--- src/rtl/pipeline_ctrl_pkg.sv ---
// Shared core definitions for the pipeline controller: FSM states,
// stage indices and the forward-select encoding.
package pipeline_ctrl_pkg;

    typedef enum logic [1:0] {
        RUN    = 2'd0,
        DRAIN  = 2'd1,
        HALTED = 2'd2
    } core_state_t;

    localparam int S_IF = 0;
    localparam int S_ID = 1;
    localparam int S_EX = 2;

    // Forward select: 0 reads the register file, any other value names the
    // pipeline stage whose result is bypassed to ID.
    localparam int FWD_RF = 0;

    function automatic logic [31:0] low_mask(input int n);
        return (32'd1 << n) - 32'd1;
    endfunction

endpackage

--- src/rtl/pipe_scoreboard.sv ---
// Per-stage instruction records plus the ID-source hazard and forwarding
// match logic used by pipeline_ctrl.
module pipe_scoreboard
    import pipeline_ctrl_pkg::*;
#(
    parameter int NUM_STAGES = 5,
    parameter int FWD_EN     = 1,
    parameter int RA_W       = 5
) (
    input  logic                          clk,
    input  logic                          rst_b,
    input  logic [NUM_STAGES-1:0]         stage_en,
    input  logic [NUM_STAGES-1:0]         kill,
    input  logic [RA_W-1:0]               id_rs_num,
    input  logic [RA_W-1:0]               id_rt_num,
    input  logic                          id_uses_rs,
    input  logic                          id_uses_rt,
    input  logic                          id_wr_en,
    input  logic [RA_W-1:0]               id_wr_num,
    input  logic                          id_is_load,
    input  logic                          id_is_halt,
    output logic [NUM_STAGES-1:0]         stage_valid,
    output logic [NUM_STAGES-1:0]         halt_vec,
    output logic                          stall_req,
    output logic [$clog2(NUM_STAGES)-1:0] fwd_rs_sel,
    output logic [$clog2(NUM_STAGES)-1:0] fwd_rt_sel
);

    localparam int SEL_W = $clog2(NUM_STAGES);

    typedef struct packed {
        logic            wr_en;
        logic [RA_W-1:0] wr_num;
        logic            is_load;
        logic            is_halt;
    } rec_t;

    logic [NUM_STAGES-1:0] valid_reg;
    rec_t                  rec_reg [S_EX:NUM_STAGES-1];
    rec_t                  id_rec;
    logic                  id_valid;
    logic [NUM_STAGES-1:0] rs_hit;
    logic [NUM_STAGES-1:0] rt_hit;
    logic [SEL_W-1:0]      rs_idx;
    logic [SEL_W-1:0]      rt_idx;
    logic                  rs_stall;
    logic                  rt_stall;

    // IF and ID only need a valid bit; ID's fields arrive on the id_* inputs.
    assign id_rec = '{wr_en: id_wr_en, wr_num: id_wr_num,
                      is_load: id_is_load, is_halt: id_is_halt};
    assign id_valid    = valid_reg[S_ID];
    assign stage_valid = valid_reg;

    always_ff @(posedge clk or negedge rst_b) begin
        if (!rst_b) begin
            valid_reg <= '0;
            for (int s = S_EX; s < NUM_STAGES; s++) begin
                rec_reg[s] <= '0;
            end
        end else begin
            if (stage_en[S_IF]) begin
                valid_reg[S_IF] <= !kill[S_IF];
            end
            for (int s = S_ID; s < NUM_STAGES; s++) begin
                if (stage_en[s]) begin
                    valid_reg[s] <= valid_reg[s-1] && !kill[s];
                end
            end
            if (stage_en[S_EX]) begin
                rec_reg[S_EX] <= id_rec;
            end
            for (int s = S_EX + 1; s < NUM_STAGES; s++) begin
                if (stage_en[s]) begin
                    rec_reg[s] <= rec_reg[s-1];
                end
            end
        end
    end

    // WB is excluded from matching: the register file writes through.
    genvar gi;
    for (gi = 0; gi < NUM_STAGES; gi++) begin : g_stage
        if (gi >= S_EX && gi <= NUM_STAGES - 2) begin : g_live
            logic writer;
            assign writer     = valid_reg[gi] && rec_reg[gi].wr_en;
            assign rs_hit[gi] = id_valid && id_uses_rs && (id_rs_num != '0)
                                && writer && (rec_reg[gi].wr_num == id_rs_num);
            assign rt_hit[gi] = id_valid && id_uses_rt && (id_rt_num != '0)
                                && writer && (rec_reg[gi].wr_num == id_rt_num);
        end else begin : g_idle
            assign rs_hit[gi] = 1'b0;
            assign rt_hit[gi] = 1'b0;
        end

        if (gi == S_IF) begin : g_halt_if
            assign halt_vec[gi] = 1'b0;
        end else if (gi == S_ID) begin : g_halt_id
            assign halt_vec[gi] = valid_reg[gi] && id_is_halt;
        end else begin : g_halt_rec
            assign halt_vec[gi] = valid_reg[gi] && rec_reg[gi].is_halt;
        end
    end

    // Walk oldest to youngest so the nearest (lowest-index) producer wins.
    always_comb begin
        rs_idx = '0;
        rt_idx = '0;
        for (int s = NUM_STAGES - 2; s >= S_EX; s--) begin
            if (rs_hit[s]) rs_idx = SEL_W'(s);
            if (rt_hit[s]) rt_idx = SEL_W'(s);
        end
    end

    assign rs_stall  = (FWD_EN != 0) ? (rs_hit[S_EX] && rec_reg[S_EX].is_load) : (|rs_hit);
    assign rt_stall  = (FWD_EN != 0) ? (rt_hit[S_EX] && rec_reg[S_EX].is_load) : (|rt_hit);
    assign stall_req = rs_stall || rt_stall;

    assign fwd_rs_sel = ((FWD_EN != 0) && !rs_stall) ? rs_idx : SEL_W'(FWD_RF);
    assign fwd_rt_sel = ((FWD_EN != 0) && !rt_stall) ? rt_idx : SEL_W'(FWD_RF);

endmodule

--- src/rtl/pipeline_ctrl.sv ---
// In-order pipeline controller: stage enables, flush/bubble insertion,
// load-use interlock, forward selects and the halt drain sequence.
module pipeline_ctrl
    import pipeline_ctrl_pkg::*;
#(
    parameter int NUM_STAGES = 5,
    parameter int BR_STAGE   = 3,
    parameter int FWD_EN     = 1,
    parameter int RA_W       = 5
) (
    input  logic                          clk,
    input  logic                          rst_b,
    input  logic [RA_W-1:0]               id_rs_num,
    input  logic [RA_W-1:0]               id_rt_num,
    input  logic                          id_uses_rs,
    input  logic                          id_uses_rt,
    input  logic                          id_wr_en,
    input  logic [RA_W-1:0]               id_wr_num,
    input  logic                          id_is_load,
    input  logic                          id_is_halt,
    input  logic                          redirect,
    input  logic                          mem_busy,
    output logic [NUM_STAGES-1:0]         stage_en,
    output logic [NUM_STAGES-1:0]         stage_valid,
    output logic                          pc_enable,
    output logic [$clog2(NUM_STAGES)-1:0] fwd_rs_sel,
    output logic [$clog2(NUM_STAGES)-1:0] fwd_rt_sel,
    output logic                          halted
);

    // Stages younger than the branch stage are squashed on a redirect.
    localparam logic [NUM_STAGES-1:0] REDIR_KILL = NUM_STAGES'(low_mask(BR_STAGE));
    // A halt can only be flushed once it has left ID and is still below BR_STAGE.
    localparam logic [NUM_STAGES-1:0] HALT_FLUSH_MASK = REDIR_KILL & ~NUM_STAGES'(3);

    core_state_t           state_reg;
    core_state_t           state_next;
    logic [NUM_STAGES-1:0] kill;
    logic [NUM_STAGES-1:0] halt_vec;
    logic                  stall_req;
    logic                  flush_halt;

    pipe_scoreboard #(
        .NUM_STAGES (NUM_STAGES),
        .FWD_EN     (FWD_EN),
        .RA_W       (RA_W)
    ) u_scoreboard (
        .clk         (clk),
        .rst_b       (rst_b),
        .stage_en    (stage_en),
        .kill        (kill),
        .id_rs_num   (id_rs_num),
        .id_rt_num   (id_rt_num),
        .id_uses_rs  (id_uses_rs),
        .id_uses_rt  (id_uses_rt),
        .id_wr_en    (id_wr_en),
        .id_wr_num   (id_wr_num),
        .id_is_load  (id_is_load),
        .id_is_halt  (id_is_halt),
        .stage_valid (stage_valid),
        .halt_vec    (halt_vec),
        .stall_req   (stall_req),
        .fwd_rs_sel  (fwd_rs_sel),
        .fwd_rt_sel  (fwd_rt_sel)
    );

    always_ff @(posedge clk or negedge rst_b) begin
        if (!rst_b) begin
            state_reg <= RUN;
        end else begin
            state_reg <= state_next;
        end
    end

    always_comb begin
        stage_en   = '1;
        pc_enable  = 1'b1;
        kill       = '0;
        flush_halt = 1'b0;
        state_next = state_reg;

        if (state_reg == HALTED || mem_busy) begin
            stage_en  = '0;
            pc_enable = 1'b0;
        end else if (redirect) begin
            kill = REDIR_KILL;
        end else if (stall_req) begin
            stage_en[S_IF] = 1'b0;
            stage_en[S_ID] = 1'b0;
            pc_enable      = 1'b0;
            kill[S_EX]     = 1'b1;
        end

        // While draining, fetch stays frozen unless a redirect cancels the halt.
        if (state_reg == DRAIN) begin
            flush_halt = !mem_busy && redirect && (|(halt_vec & HALT_FLUSH_MASK));
            if (!flush_halt) begin
                pc_enable  = 1'b0;
                kill[S_IF] = 1'b1;
            end
        end

        case (state_reg)
            RUN: begin
                if (halt_vec[S_ID] && stage_en[S_ID] && !kill[S_EX]) begin
                    state_next = DRAIN;
                end
            end
            DRAIN: begin
                if (flush_halt) begin
                    state_next = RUN;
                end else if (halt_vec[NUM_STAGES-2] && stage_en[NUM_STAGES-1]) begin
                    state_next = HALTED;
                end
            end
            HALTED: state_next = HALTED;
            default: state_next = RUN;
        endcase
    end

    assign halted = (state_reg == HALTED);

endmodule
--- config.mk ---
export PLATFORM = sky130hd
export DESIGN_NAME = pipeline_ctrl
export DESIGN_NICKNAME = d
export VERILOG_FILES = /design/src/rtl/pipeline_ctrl_pkg.sv /design/src/rtl/pipe_scoreboard.sv /design/src/rtl/pipeline_ctrl.sv
export SDC_FILE = /design/constraint.sdc
export NUM_CORES = 1
export LEC_CHECK = 0
export BUFFER_PORTS_ARGS = -buffer_cell sky130_fd_sc_hd__buf_2
export CELL_PAD_IN_SITES_DETAIL_PLACEMENT = 0
export CELL_PAD_IN_SITES_GLOBAL_PLACEMENT = 1
export CORE_MARGIN = 2
export CORE_UTILIZATION = 38
export DETAILED_ROUTE_END_ITERATION = 16
export PLACE_DENSITY_LB_ADDON = 0.1
export SLEW_MARGIN = 10
export SYNTH_ARGS = -nofsm -noshare
export SYNTH_HDL_FRONTEND = slang
export SYNTH_SLANG_ARGS = --single-unit
--- constraint.sdc ---
create_clock -name clk -period 3.06 [get_ports clk]
set_input_delay 0.612 -clock clk [delete_from_list [all_inputs] [get_ports clk]]
set_output_delay 0.612 -clock clk [all_outputs]
set_load 0.05 [all_outputs]
# Yosys cells after proc, flatten, opt, wreduce, memory -nomap -nowiden
# Cells that the tools add are included.
# word_totals
register_bits	22
inputBits	24
output_inout_bits	18
word_cells	87
# classes
n_eq_ne	8
n_mux	26
reduce_logical	40
# ops
op	n
logical AND 1 bit	28
2-to-1 mux 2 bit	13
== test 5 bit	4
2-to-1 mux 1 bit	10
nonzero test 5 bit	2
2-to-1 mux 3 bit	2
one-hot mux 2 bit (3 select lines)	1
zero test 1 bit	4
inequality test 3 x 2 -> 1 bit (second input constant)	1
== test 2 x 1 -> 1 bit (second input constant)	1
== test 2 bit (second input constant)	1
zero test 1 bit (first input constant)	2
zero test 2 bit	1
logical OR 1 bit	2
inequality test 2 bit (second input constant)	1
AND reduction 2 bit	1

# Longest topological paths before layout
# Gate-level depths: netlist (run 1).
# depth
depth_word	13
depth_mapped	7

# Cells and area by module
# From an unflattened synthesis (run 1), not the netlist that was laid out.
# hier_totals
cells_unflattened	130
hier_area_um2	1390.1
# by_module_without_submodules
mod	instances	cells_each	area_per_inst_um2	seq_area_each_um2
pipe_scoreboard	1	104	1177.4	525.5
pipeline_ctrl	1	26	212.7	50.0

# Least setup slack after synthesis (run 1)
# Ideal clock, no wire load.
# synth_timing
path_type	input-to-output
from	input id_rs_num[0]
to	output fwd_rs_sel[1]
arrival_time_ps	3096
slack_ps	-648
path_stages	6
cell_sequence	or4_1 -> nor2_1 -> or4_4 -> nand2_1 -> nor3_1 -> o21bai_1
# synth_via
elab_chain_len	7
elab_cells_between_ends	12
cone_classes	eq/ne: 2; mux: 3; reduce/logical: 7
# synth_lines
item	line_no	source
from (decl)	pipeline_ctrl.sv:13	input logic [RA_W-1:0] id_rs_num,
nonzero test 5 bit	pipe_scoreboard.sv:87	assign rs_hit[gi] = id_valid && id_uses_rs && (id_rs_num != '0)
logical AND 1 bit	pipe_scoreboard.sv:87	
logical AND 1 bit (2 in a row)	pipe_scoreboard.sv:88	&& writer && (rec_reg[gi].wr_num == id_rs_num);
2-to-1 mux 2 bit (2 in a row)	pipe_scoreboard.sv:110	if (rs_hit[s]) rs_idx = SEL_W'(s);
2-to-1 mux 2 bit *	pipe_scoreboard.sv:119	assign fwd_rs_sel = ((FWD_EN != 0) && !rs_stall) ? rs_idx : SEL_W'(FWD_RF);
to (decl)	pipeline_ctrl.sv:26	output logic [$clog2(NUM_STAGES)-1:0] fwd_rs_sel,
# Mark *: on every way between the ends. The rest lies on a longest branch, timed or not.

# Final worst setup path (run 1)
# layout_timing
from	register u_scoreboard.rec_reg[22] (netlist bit)
to	output stage_en[0]
# layout_via
elab_chain_len	7
elab_cells_between_ends	10
cone_classes	eq/ne: 2; mux: 3; reduce/logical: 5
# layout_lines
item	line_no	source
from (decl)	pipe_scoreboard.sv:39	rec_t rec_reg [S_EX:NUM_STAGES-1];
from (signal, indexed assignment)	pipe_scoreboard.sv:71	rec_reg[S_EX] <= id_rec;
from (signal, indexed assignment)	pipe_scoreboard.sv:75	rec_reg[s] <= rec_reg[s-1];
== test 5 bit (on tied branches)	pipe_scoreboard.sv:88, pipe_scoreboard.sv:90	
logical AND 1 bit (on tied branches)	pipe_scoreboard.sv:88, pipe_scoreboard.sv:90	
logical AND 1 bit (on tied branches)	pipe_scoreboard.sv:115, pipe_scoreboard.sv:116	
logical OR 1 bit *	pipe_scoreboard.sv:117	assign stall_req = rs_stall || rt_stall;
2-to-1 mux 2 bit *	pipeline_ctrl.sv:87	end else if (stall_req) begin
2-to-1 mux 2 bit *	pipeline_ctrl.sv:85	end else if (redirect) begin
2-to-1 mux 2 bit *	pipeline_ctrl.sv:82	if (state_reg == HALTED || mem_busy) begin
to (decl)	pipeline_ctrl.sv:23	output logic [NUM_STAGES-1:0] stage_en,
# Marked as above.

==> run metrics, run 1 <==
Non-Filler Instances=194; row cnt=20; CP Capture Type=output pin; ratio of final minimum period to clock period=95.4%; drt first pass iters=4; CTS tree=yes; Syn Area/Cell=11.5 µm²; Leak=0.708 nW; RSZ-0062 raised after global routing=false; CTS Buffer Depth=2; Worst Hold Class=in2async; Initial Util=40.7%; via count=943; post-synthesis simple-gate area fraction=15.0%; DR WL/cell=13.7 µm; CP arrival=2310 ps; Yosys cell types=31; # setup viols final=0; Hold Buf Count CTS=0; outcome=complete, no violations; mapped cell area=1260 µm²; clk_skew=12.6 ps; Max-cap violations=0; clk slew on worst S/H paths=140 ps; Yosys Warn Count=0; synthesized flop and latch total=22; Antenna Violating Nets Remaining=0; dpl hpwl=2100 µm; routed wire length=2650 µm; fmax=342 MHz; vias in the first global route=935; largest family of logic cells by synthesized area=multiplexers; Seq/Total Area, Yosys=43.6%; largest net degree at the start of global routing=23; clock sink total=22; crit path kind=reg2out; peak supply drop=0.251 mV; grt ovf=0; die height=61.7 µm; post-CTS resize count=0; Port Buf Inserts=39; # IOs=42; Via density=4.86; hold slack final=228 ps; DIE AREA=3800 µm²; # nets final=175; postcts setup bufs=0; Overall Power=0.000948 W; most frequent cells in the layout=buf_2, dfrtp_1, mux2_2, xnor2_1; first-pass GRT wire length=4270 µm; DIE WIDTH=61.7 µm; Worst Setup Start Kind=flop; placer congestion estimate=0.812; complex-gate fraction of the synthesized area=7.52%; Placed Cells=190; CTS buffer count=3; max FFs per register=15; worst path required time=2450 ps; gr usage total=15.6%; crit path max fanout=4; Post-Syn Instances=110; fill count=315; Initial DRC Count=46; Slew Viols, Final=0; Antenna Cells=0; Pwr per Cell Area=605 nW/µm²; H-tree depth=1; portion of netlist area occupied by mux cells=15.9%; DRC=0; leading cell type in the layout, fill and taps excluded=buf_2; area of the core=3100 µm²; CTS Root Cell=clkbuf_4; Final min period=2920 ps; adder-cell area share of the yosys netlist=0%; Synth-to-Final Area Change=24.1%; clk_lat worst skew=320 ps; Final Hold Vio Count=0; initial antenna violation count=0; xor/xnor share of the synthesized area=13.9%; Fin Setup TNS=0 ps; share of cells above drive strength 1=50.0%; Worst R2R Setup Slack=1040 ps
## cell type report
| type | instances | area, µm² | share of cell area, % |
|---|---|---|---|
| clock inverter | 1 | 30.0 | 1.92 |
| multi-input combinational | 81 | 688 | 43.9 |
| clock buffer | 3 | 22.5 | 1.44 |
| sequential | 22 | 551 | 35.1 |
| timing repair buffer | 42 | 218 | 13.9 |
| inverter | 1 | 3.75 | 0.239 |
| tap | 44 | 55.1 | 3.51 |
## layer usage
layer / global-route usage, % / vias to the layer above / share of wire, %
met5: 0 / - / 0
met4: 6.38 / 0 / 0.57
met3: 1.89 / 2 / 4.1
met2: 25.1 / 25 / 46
met1: 21.4 / 446 / 50
li1: - / 470 / -
## cell usage after synthesis
cell      number  share of area [%]
or2_2          1               0.50
or4_4          2                1.8
a32o_1         1               0.79
nor3_1         4                1.6
nor4b_1        1               0.69
clkbuf_1       2               0.59
nor2b_4        1                1.1
mux2_2        17                 15
o21ai_0        3                1.2
dfrtp_1       22                 44
or4_1          2                1.2
and2_1         1               0.50
nor2b_1        2               0.99
nand3b_1       1               0.59
a31o_2         2                1.4
conb_1         1               0.30
o21a_1         1               0.59
nand2_1        5                1.5
nor2_1         2               0.59
mux2i_1        1               0.79
inv_1          1               0.30
a21bo_4        1                1.3
and3b_2        1               0.79
xnor2_1       16                 11
o21bai_1       2                1.2
nand4_1        5                2.5
xor2_1         4                2.8
a31oi_1        1               0.50
nand4b_1       1               0.69
buf_4          5                3.0
o211ai_1       1               0.59
## worst max-delay path, cell delays in order, from the launching register on
cell	delay, ps
dfrtp_1	470
xnor2_1	170
nand4_1	110
or4_4	550
a21bo_4	250
o21ai_1	170
inv_1	70
buf_2	210
## kinds of logic after synthesis
group | after synthesis
xor gates and xnor gates | 20
AOI/OAI and AO/OA | 12
DFF | 22
and+or+nand+nor | 29
buffers and inverters | 8
muxes | 18
other | 1
## power breakdown
group          switching, W  internal, W  total [W]
registers         0.0000667     0.000347   0.000413
logic              0.000175     0.000133   0.000308
clock network     0.0000938     0.000132   0.000226
total              0.000336     0.000612   0.000948
## path summary, 6_finish.rpt
path / startpoint / to / cells past startpoint
min reg2reg: u_scoreboard.stage_valid[4] / u_scoreboard.stage_valid[4] / 1
min: rst_b / u_scoreboard.stage_valid[1] / 1
max in group asynchronous: rst_b / u_scoreboard.rec_reg[12] / 1
min in group clk: id_wr_en / u_scoreboard.rec_reg[23] / 2
max: u_scoreboard.rec_reg[22] / stage_en[0] / 7
max reg2reg: u_scoreboard.rec_reg[22] / u_scoreboard.stage_valid[1] / 6
## stage by stage
stage | cell area (µm²) | worst slack, ps | utilization [%]
floorplan | 1290 | 52.6 | -
global placement | 1520 | 145 | 48.8
detailed placement | 1520 | 97.9 | 48.8
CTS | 1570 | 41.0 | 50.5
global route | 1570 | 19.0 | 50.5
finish | 1570 | 140 | 50.5
No activity file was read; power rests on OpenSTA's default activity.
==> run 2, diff against run 1 <==
--- a/config.mk
+++ b/config.mk
@@ -11,8 +11,10 @@
 export CORE_MARGIN = 2
 export CORE_UTILIZATION = 38
 export DETAILED_ROUTE_END_ITERATION = 16
+export HOLD_SLACK_MARGIN = 0.02
 export PLACE_DENSITY_LB_ADDON = 0.1
-export SLEW_MARGIN = 10
+export RECOVER_POWER = 50
+export SLEW_MARGIN = 20
 export SYNTH_ARGS = -nofsm -noshare
 export SYNTH_HDL_FRONTEND = slang
 export SYNTH_SLANG_ARGS = --single-unit
==> run metrics, run 2 (synthesis results as in run 1) <==
Via density=4.90; DRC=0; Pwr per Cell Area=607 nW/µm²; CP arrival=2300 ps; Slew Viols, Final=0; CTS buffer count=3; CTS tree=yes; Initial Util=40.7%; die height=61.7 µm; postcts setup bufs=0; R2R depth=5; row cnt=20; via count=950; Slew HR=22.9%; Port Buf Inserts=39; share of cells above drive strength 1=47.3%; fmax=343 MHz; Fin Setup TNS=0 ps; RSZ-0062 raised after global routing=false; Worst setup endpoint=stage_en[0]; # IOs=42; crit path max fanout=4; CP bufs+invs=2; Worst R2R Setup Slack=860 ps; slowest stage delay, CP=550 ps; area of the core=3100 µm²; dpl hpwl=2100 µm; Synth-to-Final Area Change=23.2%; critical path's top delay family=simple AND/OR/NAND/NOR gates; outcome=complete, no violations; DIE WIDTH=61.7 µm; slowest CP cell=or4_4; placer congestion estimate=0.812; drt first pass iters=4; reg2reg end=u_scoreboard.rec_reg[14]; worst path required time=2450 ps; grt ovf=0; peak supply drop=0.250 mV; final core utilization=50.2%; crit path cell chain=xnor2_1, nand4_1, or4_4, a21bo_4, o21ai_1, inv_1, buf_2; Antenna Cells=0; routed wire length=2630 µm; Final Hold Vio Count=0; Worst Setup Start Kind=flop; hold slack final=480 ps; CTS Buffer Depth=2; Hold Buf Count CTS=0; Slew @ Worst Pin=1160 ps; # setup viols final=0; placed instance area=1520 µm²; CTS Root Cell=clkbuf_4; initial antenna violation count=0; Max-cap violations=0; clk_lat worst skew=320 ps; worst setup path startpoint=u_scoreboard.rec_reg[22]; fin area=1560 µm²; clk_skew=14.2 ps; DR WL/cell=13.6 µm; clock sink total=22; max FFs per register=15; most frequent cells in the layout=buf_2, dfrtp_1, mux2_2, xnor2_1; critical path depth in cells=7; leading cell type in the layout, fill and taps excluded=buf_2; DIE AREA=3800 µm²; H-tree depth=1; gr usage total=15.6%; Antenna Violating Nets Remaining=0; Final min period=2920 ps; CP Capture Type=output pin; # nets final=175; Worst R2R Start=state_reg[1]; largest net degree at the start of global routing=23; first-pass GRT wire length=4270 µm; Leak=0.698 nW; vias in the first global route=935; Worst Hold Class=in2async; Initial DRC Count=33; post-CTS resize count=0; ratio of final minimum period to clock period=95.3%; clk slew on worst S/H paths=140 ps; crit path kind=reg2out
==> run 2: where the power goes <==
group,internal [W],leakage (nW),switching [W]
Sequential,0.000347,0.269,0.0000650
Clock,0.000133,0.0279,0.0000951
Combinational,0.000130,0.401,0.000175
==> run 2: final cells by class <==
class | instances | area [µm²]
clock buffers | 3 | 22.5
flip-flops and latches | 22 | 551
well taps | 44 | 55.1
fillers | 319 | 1550
inverters | 1 | 3.75
multi-input cells | 81 | 686
repair buffers | 42 | 209
clock inverters | 1 | 30.0
==> run 2: how the worst min path moves through the flow <==
stage | slack (ps) | startpoint | cells after the start | to
2_1_floorplan | 320 | rst_b | 0 | state_reg[0]
3_3_place_gp | 490 | u_scoreboard.stage_valid[4] | 1 | u_scoreboard.stage_valid[4]
3_5_place_dp | 490 | u_scoreboard.stage_valid[4] | 1 | u_scoreboard.stage_valid[4]
4_1_cts | 250 | rst_b | 1 | u_scoreboard.stage_valid[1]
5_1_grt | 500 | id_wr_en | 2 | u_scoreboard.rec_reg[23]
6_report | 480 | rst_b | 1 | u_scoreboard.stage_valid[1]
==> run 2: per-layer routing <==
metal	wire [µm]	vias up	share of wire (%)	GRT usage [%]
met5	0	-	0	0
met4	36	0	1.4	6.38
met3	112	4	4.3	1.89
met2	1190	27	45	25.1
met1	1290	445	49	21.4
li1	-	474	-	-
==> run 2: per-stage QoR <==
stage | std cells | power (W) | worst slack [ps]
after CTS | 194 | 0.000957 | 41.0
final | 194 | 0.000945 | 144
after global placement | 190 | 0.000726 | 145
after floorplan | 111 | 0.000647 | 52.6
after detailed placement | 190 | 0.000732 | 97.9
after global routing | 194 | 0.00100 | 19.0
